<file path="src/rtl/key_conditioner_pkg.sv">
// Shared constants and helpers for the push-button conditioning stage.
package key_pkg;

    localparam int DB_CYCLES_DEFAULT = 1000000;

    // Counter width able to hold values 0..n
    function automatic int db_width(int n);
        return $clog2(n + 1);
    endfunction

endpackage

</file>
<file path="src/rtl/key_conditioner_if.sv">
// Bundle of raw key inputs, the slow-FSM tick and the conditioned key outputs.
interface key_conditioner_if #(
    parameter int N_KEYS = 2
);
    logic [N_KEYS-1:0] key_raw;
    logic              tick;
    logic [N_KEYS-1:0] key_level;
    logic [N_KEYS-1:0] key_press;
    logic [N_KEYS-1:0] key_release;
    logic [N_KEYS-1:0] key_latched;

    modport master (
        output key_raw,
        output tick,
        input  key_level,
        input  key_press,
        input  key_release,
        input  key_latched
    );

    modport slave (
        input  key_raw,
        input  tick,
        output key_level,
        output key_press,
        output key_release,
        output key_latched
    );
endinterface

</file>
<file path="src/rtl/key_conditioner_debounce_cell.sv">
// One key: two-flop synchroniser, debounce counter, level, edge pulses and sticky press flag.
module debounce_cell
    import key_pkg::*;
#(
    parameter int DB_CYCLES      = DB_CYCLES_DEFAULT,
    parameter bit KEY_ACTIVE_LOW = 1'b1
) (
    input  logic clk,
    input  logic reset,
    input  logic raw,
    input  logic tick,
    output logic key_level,
    output logic key_press,
    output logic key_release,
    output logic key_latched
);
    localparam int             CNT_W    = db_width(DB_CYCLES);
    localparam logic [CNT_W-1:0] CNT_MAX = CNT_W'(DB_CYCLES - 1);
    localparam logic           IDLE_RAW = KEY_ACTIVE_LOW;

    logic             sync_meta;
    logic             sync_out;
    logic             pressed;
    logic [CNT_W-1:0] cnt;

    always_ff @(posedge clk or negedge reset) begin
        if (!reset) begin
            sync_meta <= IDLE_RAW;
            sync_out  <= IDLE_RAW;
        end else begin
            sync_meta <= raw;
            sync_out  <= sync_meta;
        end
    end

    assign pressed = KEY_ACTIVE_LOW ? ~sync_out : sync_out;

    // Pulses fire on the same edge that the new level is accepted
    always_ff @(posedge clk or negedge reset) begin
        if (!reset) begin
            cnt         <= '0;
            key_level   <= 1'b0;
            key_press   <= 1'b0;
            key_release <= 1'b0;
        end else begin
            key_press   <= 1'b0;
            key_release <= 1'b0;
            if (pressed == key_level) begin
                cnt <= '0;
            end else if (cnt == CNT_MAX) begin
                key_level   <= pressed;
                cnt         <= '0;
                key_press   <= pressed;
                key_release <= ~pressed;
            end else begin
                cnt <= cnt + CNT_W'(1);
            end
        end
    end

    always_ff @(posedge clk or negedge reset) begin
        if (!reset) begin
            key_latched <= 1'b0;
        end else if (key_press) begin
            key_latched <= 1'b1;
        end else if (tick) begin
            key_latched <= 1'b0;
        end
    end

endmodule

</file>
<file path="src/rtl/key_conditioner.sv">
// Conditions each raw push-button independently; the top only fans key_raw and tick out to the cells.
module key_conditioner
    import key_pkg::*;
#(
    parameter int N_KEYS         = 2,
    parameter int DB_CYCLES      = DB_CYCLES_DEFAULT,
    parameter bit KEY_ACTIVE_LOW = 1'b1
) (
    input logic         clk,
    input logic         reset,
    key_conditioner_if.slave keys
);

    for (genvar i = 0; i < N_KEYS; i++) begin : g_key
        debounce_cell #(
            .DB_CYCLES     (DB_CYCLES),
            .KEY_ACTIVE_LOW(KEY_ACTIVE_LOW)
        ) u_cell (
            .clk        (clk),
            .reset      (reset),
            .raw        (keys.key_raw[i]),
            .tick       (keys.tick),
            .key_level  (keys.key_level[i]),
            .key_press  (keys.key_press[i]),
            .key_release(keys.key_release[i]),
            .key_latched(keys.key_latched[i])
        );
    end

endmodule

</file>
<file path="src/flat_wrapper.sv">
// flat-port wrapper written by rule: the top's interface ports become plain ports
module key_conditioner_flat import key_pkg::*;
#(
    parameter int N_KEYS         = 2,
    parameter int DB_CYCLES      = DB_CYCLES_DEFAULT,
    parameter bit KEY_ACTIVE_LOW = 1'b1
)
  (clk, reset, keys_key_raw, keys_tick, keys_key_level, keys_key_press, keys_key_release, keys_key_latched);
  key_conditioner_if #(.N_KEYS(N_KEYS)) keys_i ();
  input logic clk;
  input logic reset;
  input wire logic [$bits(keys_i.key_raw)-1:0] keys_key_raw;
  input wire logic [$bits(keys_i.tick)-1:0] keys_tick;
  output wire logic [$bits(keys_i.key_level)-1:0] keys_key_level;
  output wire logic [$bits(keys_i.key_press)-1:0] keys_key_press;
  output wire logic [$bits(keys_i.key_release)-1:0] keys_key_release;
  output wire logic [$bits(keys_i.key_latched)-1:0] keys_key_latched;
  assign keys_i.key_raw = keys_key_raw;
  assign keys_i.tick = keys_tick;
  assign keys_key_level = keys_i.key_level;
  assign keys_key_press = keys_i.key_press;
  assign keys_key_release = keys_i.key_release;
  assign keys_key_latched = keys_i.key_latched;
  key_conditioner #(.N_KEYS(N_KEYS), .DB_CYCLES(DB_CYCLES), .KEY_ACTIVE_LOW(KEY_ACTIVE_LOW)) u_core (.clk(clk), .reset(reset), .keys(keys_i));
endmodule
</file>
<file path="config.mk">
export PLATFORM = sky130hd
export DESIGN_NAME = key_conditioner_flat
export DESIGN_NICKNAME = d
export VERILOG_FILES = /design/src/rtl/key_conditioner_pkg.sv /design/src/rtl/key_conditioner_if.sv /design/src/rtl/key_conditioner_debounce_cell.sv /design/src/rtl/key_conditioner.sv /design/src/flat_wrapper.sv
export SDC_FILE = /design/constraint.sdc
export NUM_CORES = 1
export LEC_CHECK = 0
export ABC_AREA = 0
export CORE_ASPECT_RATIO = 1.25
export CORE_MARGIN = 1
export CORE_UTILIZATION = 35
export CTS_BUF_LIST = sky130_fd_sc_hd__clkbuf_8
export DETAILED_ROUTE_END_ITERATION = 10
export PLACE_DENSITY = 0.63
export SLEW_MARGIN = 15
export SYNTH_ARGS = -nofsm -noshare
export SYNTH_HDL_FRONTEND = slang
export SYNTH_SLANG_ARGS = --single-unit
</file>
<file path="constraint.sdc">
create_clock -name clk -period 2.52 [get_ports clk]
set_clock_uncertainty 0.15 [all_clocks]
set_input_delay 0.378 -clock clk [delete_from_list [all_inputs] [get_ports clk]]
set_output_delay 0.378 -clock clk [all_outputs]
set_load 0.005 [all_outputs]
</file>
**After elaboration in Yosys (flattened, before gate mapping)**

Cells that the tools add are included.

- Word-level logic and storage cells: 43
- Input bits: 5
- Output and inout port bits: 8
- Bits in registers: 52

- Reductions and logical operators: 4
- Multiplexer cells: 15
- Bitwise logic cells: 4
- Equality and inequality tests: 4
- Add/subtract/negate cells: 2

Operator list:

| cell | count |
|---|---|
| $mux 20 | 4 |
| $add 20x1->20 const B | 2 |
| $eq 20x20->1 const B | 2 |
| $mux 1 | 11 |
| $not 1->1 | 4 |
| $reduce_and 2->1 | 2 |
| $reduce_bool 2->1 | 2 |
| $eq 1x1->1 | 2 |

**Longest topological paths before layout**

Gate-level depths: netlist of the first run.

- Depth after elaboration: 4
- Depth in mapped cells: 7
- Depth with buffers taken out: 5

**Cells and area by module**

From an unflattened synthesis of the first run, not the netlist that was laid out.

- Cell total of the unflattened synthesis: 234
- Area total of the unflattened synthesis: 2489.9 µm²

By module, submodules not included:

| module | area each (µm²) | sequential area each (µm²) | times used | cells an instance |
|---|---|---|---|---|
| debounce_cell | 1244.9 | 653.1 | 2 | 117 |

**Worst setup path before layout of the first run**

Ideal clock, no wire load.

- Path type: register -> register
- Start: register u_core.g_key[1].u_cell.cnt[0]
- End: register u_core.g_key[1].u_cell.cnt[18]
- Setup slack: 0.367 ns
- Cell stages (with the launch flop): 7
- Buffers on the path: 1
- Arrival: 1.923 ns
- Period minus slack after synthesis: 2.153 ns
- Required time: 2.290 ns
- Library setup time: 0.080 ns
- Cell sequence: dfrtp_1 -> ha_1 -> nand2_1 -> or4_1 -> buf_2 -> or4_1 -> a21oi_1

- Cells in the longest elaborated chain, start to end: 3
- Elaborated cells between the ends (all ways): 4
- Classes of those cells: add/sub: 1; eq/ne: 1; mux: 2

Ends and longest elaborated chain:

| element | line | text |
|---|---|---|
| start: declaration | key_conditioner_debounce_cell.sv:24 | `logic [CNT_W-1:0] cnt;` |
| start signal: assignment | key_conditioner_debounce_cell.sv:56 | `cnt <= cnt + CNT_W'(1);` |
| $add 20x1->20 or $eq 20x20->1 (tied branches) | key_conditioner_debounce_cell.sv:56, key_conditioner_debounce_cell.sv:50 |  |
| $mux 20 (*) | key_conditioner_debounce_cell.sv:50 | `end else if (cnt == CNT_MAX) begin` |
| $mux 20 (*) | key_conditioner_debounce_cell.sv:48 | `if (pressed == key_level) begin` |

Every way passes the cells marked *; elsewhere a longest branch is shown, timed or not.
A chain may end at the register's enable or synchronous reset.

**Final worst setup path of the first run**

Ends and elaborated chain as after synthesis.

==> results, run 1 <==
- The flow ran to the end, and the final reports show no timing, DRC or antenna violations.
- The worst register-to-register path has a depth of 5.
- Post-CTS repair changed the size of 0 cells.
- The worst setup path is launched from a flop.
- The path category of the worst min-delay check is input port to async pin.
- The peak ir drop on the vdd network is approximately 350 uV.
- The number of instances in the synthesized netlist is 245.
- Counting the fill cells in the layout gives 639.
- For the worst setup path, the data arrival time is about 2.4 ns.
- At the later pin of the worst-skew pair, clock insertion delay measures 0.30 ns.
- Routability-driven placement finished with a final weighted congestion of around 0.75.
- The most common library cell in the layout ignoring fill and taps is sky130_fd_sc_hd__dfrtp_1.
- The via count normalized by instance count is around 5.1.
- TritonCTS built the clock tree.
- After clock tree synthesis, the setup repair step added 0 buffers.
- The fraction of the cycle the final worst path needs is between 90% and 100%.
- After detailed routing, the average wire length per cell comes to 12.05 microns.
- In this run the mean area of a mapped cell was about 10 sq um.
- Once detailed placement completed, the half-perimeter wirelength came to slightly below 3000 microns.
- The adder and majority gate portion of the synthesized area is between 1 and 1.5%.
- The count of nets left with antenna violations once routing finished came out at 0.
- The highest achievable clock rate is 438.2 MHz.
- The number of distinct library cells after synthesis is 32.
- The critical path launch point is u_core.g_key[1].u_cell.cnt[0]$_DFF_PN0_.
- The number of remaining DRC errors is 0.
- The maximum clock path buffer count is 2.
- The slowest stage of the critical path belongs to the cell sky130_fd_sc_hd__or4_1.
- The top cell types in the final layout, fill and taps aside, are 48 x sky130_fd_sc_hd__dfrtp_1, 27 x sky130_fd_sc_hd__nor2_1, 15 x sky130_fd_sc_hd__a21oi_1.
- The growth of design area from synthesis to finish is 11.70%.
- The tree is rooted in a sky130_fd_sc_hd__clkbuf_8.
- The die footprint is approximately 7300 sq um.
- The multiplexer fraction of the synthesized cell area is 0%.
- At the pin with the least slew margin, the transition time is about 0.64 ns.
- The register area share after synthesis is between 50% and 60%.
- The power per cell area is around 560 nW/um^2.
- Hold timing on the final database bottoms out at a slack of ~0.039 ns.
- The endpoint identified for the worst register-to-register timing path is u_core.g_key[1].u_cell.cnt[18]$_DFF_PN0_.
- After layout, the minimum clock period comes to around 2.3 ns.
- The initial antenna violation count is 0.
- The synthesized netlist devotes 8.620% of its cell area to compound gates.
- The max-capacitance violation count is 0.
- The final count of negative-setup-slack endpoints is 0.
- Synthesis produced a netlist with a net count of between 200 and 300.
- The category of the critical setup timing path is flop to flop.
- After synthesis the cells add up to about 2400 sq um.
- The signal on the critical path passes through ha_1 -> nand2_1 -> or4_1 -> or4_1 -> a21oi_1.
- The placed instances occupy a cell area of around 2600 sq um.
- The biggest cell delay along the critical path is between 0.6 and 0.7 ns.
- The total track usage is approximately 12%.
- The floorplan row count is 33.
- At the worst endpoint, the required time is roughly 2.6 ns.
- Measured on the finished design, the core utilization comes to 40.98%.
- The worst path buffer plus inverter count is 0.
- At the end of the flow, the number of nets in the layout was approximately 260.
- Synthesis inferred 52 register bits.
- The register clock-pin slew on the reported worst setup and hold paths is 0.09 ns.
- In this run the worst path has a maximum fanout of 7.
- The number of CTS-inserted buffers is 5.
- Yosys printed 0 warnings.
- Setup repair after global routing left no endpoint under its margin.
- The synthesized-area fraction occupied by and/or/nand/nor cells is a little under a quarter.
- The total number of cells along the worst setup path is 5.
- The number of levels the H-tree was split into is 2.
- The fraction of layout instances using a drive strength above 1 is between 8 and 9%.
- The sink count of the clock tree is between 50 and 60.
- The worst slew slack as a fraction of its limit is between 50% and 60%.
- The final cell area excluding filler cells is roughly 2700 sq um.
- For this design the static power due to leakage is between 1 and 1.5 nW.
- During I/O placement, the number of pins put on the boundary was 13.
- For this run, the leading register cell type out of synthesis is sky130_fd_sc_hd__dfrtp_1.
- The nature of the critical path endpoint is a flop.
- The number of enable flip-flop cells after synthesis is 0.
- The final setup TNS is 0 ns.
- The die is roughly 95 microns tall.
- In this design, the largest share of critical-path delay is due to simple AND/OR/NAND/NOR gates.
- The share of async-settable or async-resettable flops after synthesis is between 90% and 100%.
- The global-route wire length before repair is 7051 microns.
- The max-slew violation total from the final report came to 0.
- Counting stages on the worst path, the most repeated cell is sky130_fd_sc_hd__or4_1.
- The number of buffers inserted for hold repair after clock tree synthesis is 0.
- The overall overflow remaining after global route is 0.
- The number of optimization iterations in the first detailed-route pass is 4.
- The via count of the first global-routing pass came to 1600.
- Summed over all layers, the routed wires come to 4086 microns.
- For this block, the initial DRC count from the detailed router was 50.
- The launch point of the worst reg-to-reg path is u_core.g_key[1].u_cell.cnt[0]$_DFF_PN0_.
- Detailed routing inserted a total of between 1.5k and 2k vias.
- Entering global routing, the biggest net connects 53 pins.
- For flop-to-flop paths, the worst setup slack is ~0.24 ns.
- The number of antenna diodes in the final layout is 0.
- For this configuration, the core starts out at a cell density of 36.68%.
- Measured along the x axis, the die boundary spans about 77 microns.
- The dominant combinational cell family by area after synthesis is simple AND/OR/NAND/NOR gates.
- After floorplanning, the core was sized to cover ~6600 sq um.
- The count of final hold-check violations was 0.
- The count of buffers from port buffering is 12.
- The endpoint of the most critical setup path is u_core.g_key[1].u_cell.cnt[18]$_DFF_PN0_.
- The synthesized netlist devotes between 8 and 9% of its cell area to XOR and XNOR gates.
-- layout make-up --
class | count | area [sq um] | share of cell area, %
flip-flops and latches | 52 | 1306 | 47.96
clock inverters | 1 | 30.03 | 1.102
well taps | 87 | 108.9 | 3.996
clock buffers | 7 | 96.34 | 3.537
multi-input cells | 167 | 1003 | 36.84
repair buffers | 16 | 145.1 | 5.328
inverters | 9 | 33.78 | 1.240
-- synth_stat cells, types with 2 or more instances --
cell                       count  share of area (%)
sky130_fd_sc_hd__dfstp_2       4                4.3
sky130_fd_sc_hd__xnor2_1      13                4.7
sky130_fd_sc_hd__nor3_1        5                1.0
sky130_fd_sc_hd__or3_1        10                2.6
sky130_fd_sc_hd__nor2_1       27                4.2
sky130_fd_sc_hd__and2_1        2               0.51
sky130_fd_sc_hd__nand4_1       9                2.3
sky130_fd_sc_hd__or4_1         7                2.2
sky130_fd_sc_hd__nand3_1      13                2.7
sky130_fd_sc_hd__a21oi_1      15                3.1
sky130_fd_sc_hd__xor2_1       10                3.6
sky130_fd_sc_hd__o21ai_0      14                2.9
sky130_fd_sc_hd__or2_2         2               0.51
sky130_fd_sc_hd__nand2_1      11                1.7
sky130_fd_sc_hd__inv_1         9                1.4
sky130_fd_sc_hd__nor4bb_1      2               0.82
sky130_fd_sc_hd__nor4_1        4                1.0
sky130_fd_sc_hd__a21o_1        2               0.62
sky130_fd_sc_hd__clkbuf_1      8                1.2
sky130_fd_sc_hd__and3_1        6                1.5
sky130_fd_sc_hd__ha_1          2                1.0
sky130_fd_sc_hd__buf_4         8                2.5
sky130_fd_sc_hd__dfrtp_1      48                 49
sky130_fd_sc_hd__o31ai_1       6                1.8
-- registers in the layout, indices dropped and copies added, names as in the netlist --
signal and flops:
u_core.g_key.u_cell.sync_out 2, u_core.g_key.u_cell.sync_meta 2, u_core.g_key.u_cell.key_press 2, u_core.g_key.u_cell.cnt 40
u_core.g_key.u_cell.key_latched 2, u_core.g_key.u_cell.key_level 2, u_core.g_key.u_cell.key_release 2
-- through the flow --
stage	setup WS [ns]	power [mW]	cells
finish	0.2377	1.517	339
global route	0.06605	1.578	339
CTS	0.2086	1.543	339
detailed placement	0.2304	0.9273	331
global placement	0.2960	0.9259	331
floorplan	0.3666	0.8937	245
-- worst min-delay path by stage --
stage                                                            to  slack, ns  cells after the start
after floorplan             u_core.g_key[0].u_cell.cnt[0]$_DFF_PN0_      -0.07                      0
after global placement    u_core.g_key[1].u_cell.sync_out$_DFF_PN1_       0.20                      0
after detailed placement  u_core.g_key[1].u_cell.sync_out$_DFF_PN1_       0.20                      0
after CTS                  u_core.g_key[1].u_cell.cnt[15]$_DFF_PN0_       0.05                      2
after global routing       u_core.g_key[1].u_cell.cnt[15]$_DFF_PN0_       0.08                      2
final                      u_core.g_key[1].u_cell.cnt[15]$_DFF_PN0_       0.04                      2
-- metal layers --
| metal | track usage, % | routed length (microns) |
|---|---|---|
| met5 | 0 | 0 |
| met4 | 4.808 | 59 |
| met3 | 3.445 | 88 |
| met2 | 22.25 | 2130 |
| met1 | 13.48 | 1808 |
-- logic make-up (layout without fill, tap and decap cells) --
| group | after synthesis | after routing |
|---|---|---|
| adder cells (fa/ha/maj) | 2 | 2 |
| AO/OA/AOI/OAI | 38 | 38 |
| buffers and inverters | 26 | 33 |
| AND/OR/NAND/NOR | 104 | 104 |
| XOR/XNOR | 23 | 23 |
| flip-flops | 52 | 52 |
-- where the power goes --
part | switching [mW] | leakage (nW) | total (mW) | internal [mW]
sequential | 0.0100 | 0.708 | 0.857 | 0.847
clock | 0.258 | 0.0645 | 0.608 | 0.350
combinational | 0.0337 | 0.316 | 0.0514 | 0.0178
total | 0.301 | 1.09 | 1.52 | 1.22
(Power assumes the default switching activity.)
==> run 2, diff against run 1 <==
Settings changed: RECOVER_POWER from default to 50.
==> results, run 2 (synthesized netlist as in run 1, its figures left out) <==
- STA classifies the critical path endpoint as a flop.
- For this run, the total global-route usage over all layers was measured as between 10% and 20%.
- The run finished with clean final reports.
- The worst path buffer plus inverter count is 0.
- The core region is around 6600 sq um.
- The number of flip-flops under the largest register name is 40.
- The worst setup slack after layout is ~0.24 ns.
- For this run, the top clock speed supported by timing is about 440 MHz.
- The highest metal layer used by the detailed router is met4.
- Including well taps, the total number of placed cells is around 330.
- 0 antenna diodes ended up in the layout.
- The post-route netlist has slightly below 9% of its cells at a drive strength greater than 1.
- The maximum clock path buffer count is 2.
- In this run the tool buffered the top-level ports with 12 buffer cells.
- In this run the clock root is driven by a sky130_fd_sc_hd__clkbuf_8.
- The critical path is of the flop to flop type.
- The critical path launch point is u_core.g_key[1].u_cell.cnt[0]$_DFF_PN0_.
- Total power for the finished layout comes to between 1.5 and 2 mW.
- Post-CTS repair changed the size of 0 cells.
- The first detailed-routing pass took 4 iterations.
- The routed length per instance is around 12 microns.
- The top cell types in the final layout, fill and taps aside, are 48 x sky130_fd_sc_hd__dfrtp_1, 27 x sky130_fd_sc_hd__nor2_1, 15 x sky130_fd_sc_hd__a21oi_1.
- Clock-pin slew was measured on the worst setup and hold paths at about 0.090 ns.
- On the worst path, the slowest cell contributes a delay of 0.63 ns.
- The detailed router's first-iteration violation count is 50.
- The max-capacitance violation count is 0.
- Once layout is done, the placed cells without fillers occupy 2721 sq um.
- The via count of the first global-routing pass is between 1.5k and 2k.
- The floorplan row count is 33.
- The clock tree synthesis step divided the H-tree into 2 levels.
- The peak ir drop on the vdd network is between 300 and 400 uV.
- The path category of the worst min-delay check is flop to flop.
- Using the TritonRoute via totals, the vias-per-cell ratio works out to 5.103.
- The count of non-filler cells in the finished layout is roughly 340.
- The detailed route wirelength on metal3 is between 80 and 90 microns.
- The die span in y is about 95 microns.
- The most numerous cell on the critical path is sky130_fd_sc_hd__or4_1.
- The die covers 7308 sq um.
- In this run the static leakage power is roughly 1.1 nW.
- The startpoint identified for the worst register-to-register timing path is u_core.g_key[1].u_cell.cnt[0]$_DFF_PN0_.
- The register with the most flip-flops is u_core.g_key.u_cell.cnt.
- The clock latency on the worst-skew pair is ~0.30 ns.
- The width of the die is 76.66 microns.
- In this run the tightest slew margin relative to its limit is about 16%.
- Setup total negative slack on the finished layout was measured at 0 ns.
- The count of nets left with antenna violations once routing finished came out at 0.
- In this run the worst path has a maximum fanout of 7.
- The worst-path cell with the longest stage delay is sky130_fd_sc_hd__or4_1.
- The TritonCTS clock tree is built.
- Post-CTS timing repair inserted 0 buffers for setup.
- The initial antenna violation count came to 0.
- The congestion estimate from routability-driven global placement came to around 0.75.
- The shortest period the worst path allows is between 2 and 2.5 ns.
- Entering global routing, the biggest net connects between 50 and 60 pins.
- The pre-CTS setup slack is approximately 0.23 ns.
- In this run the count of I/O pins placed on the die edge is 13.
- Across all layers, the routed design uses around 1.7k vias.
- The number of buffers inserted for hold repair after clock tree synthesis is 0.
- The layout net count is 258.
- The sink count of the clock tree is between 50 and 60.
- After detailed placement, the total cell area comes to roughly 2600 sq um.
- The overall overflow remaining after global route is 0.
- The most common library cell in the layout ignoring fill and taps is sky130_fd_sc_hd__dfrtp_1.
- The sum of routed wire segments on met1 is between 1500 and 2000 microns.
- The critical path launch point type is a flop.
- The data arrival time at the worst-slack endpoint is about 2.4 ns.
- The number of CTS-inserted buffers is 5.
- The required arrival time at the worst endpoint is ~2.6 ns.
- The count of final hold-check violations is 0.
- The fraction of the cycle the final worst path needs is approximately nine tenths.
- After detailed routing, the number of remaining DRC violations is 0.
- The max-slew violation total from the final report was 0.
- At the pin with the least slew margin, the transition time is 1.261 ns.
- The cell class contributing the biggest share of worst-path delay is simple AND/OR/NAND/NOR gates.
- Summed over all nets, wire length on met2 after detailed routing comes to about 2100 microns.
- The source of the worst hold timing path is u_core.g_key[1].u_cell.sync_meta$_DFF_PN1_.
- Setup repair after global routing left no endpoint under its margin.
- The sum of routed wire length over all layers is a little over 4000 microns.
- The power per cell area is around 560 nW/um^2.
- The first global-routing pass estimated 7051 microns of wire.
- The final count of negative-setup-slack endpoints is 0.
- Once detailed placement completed, the half-perimeter wirelength came to around 2900 microns.
- The critical path goes through ha_1 -> nand2_1 -> or4_1 -> or4_1 -> a21oi_1.
- The initial utilization of the core area, before any placement, comes to between 30% and 40%.
- The growth of design area from synthesis to finish is 11.60%.
[run 2: cell count changes in the layout (fill, tap and decap cells not counted), sizes merged]
cell           delta
dlygate4sd3       +2
buf               -1
clkbuf            +1
clkdlybuf4s50     -2
[run 2: metrics by stage]
step	util [%]	hold slack, ns
2_1_floorplan	-	-0.06759
3_3_place_gp	39.07	0.1967
3_5_place_dp	39.07	0.1991
4_1_cts	40.98	0.05281
5_1_grt	40.94	0.2148
6_report	40.94	0.2104
[run 2: worst paths after layout]
kind,end,slack (ns),depth (start not counted)
worst min register to register,u_core.g_key[1].u_cell.sync_out$_DFF_PN1_,0.21,0
worst min-delay path,u_core.g_key[1].u_cell.sync_out$_DFF_PN1_,0.21,0
worst max-delay path,u_core.g_key[1].u_cell.cnt[18]$_DFF_PN0_,0.24,5
max in group asynchronous,u_core.g_key[0].u_cell.cnt[15]$_DFF_PN0_,1.19,2
min in group asynchronous,u_core.g_key[1].u_cell.cnt[15]$_DFF_PN0_,0.28,2
worst max register to register,u_core.g_key[1].u_cell.cnt[18]$_DFF_PN0_,0.24,5
[run 2: layout make-up]
class / instances / area [sq um]
flip-flops and latches: 52 / 1306
repair buffers: 16 / 142.6
clock buffers: 7 / 96.34
inverters: 9 / 33.78
well taps: 87 / 108.9
multi-input cells: 167 / 1003
fillers: 640 / 3926
clock inverters: 1 / 30.03
[run 2: layer usage]
| layer | track usage (%) | up-vias |
|---|---|---|
| met5 | 0 | - |
| met4 | 4.808 | 0 |
| met3 | 3.445 | 6 |
| met2 | 22.25 | 14 |
| met1 | 13.48 | 849 |
| li1 | - | 861 |
[run 2: report_power, final]
group | leakage (nW) | internal, mW | total (mW) | switching (mW)
clock | 0.0645 | 0.350 | 0.608 | 0.258
combinational | 0.316 | 0.0166 | 0.0502 | 0.0336
sequential | 0.708 | 0.847 | 0.857 | 0.0100
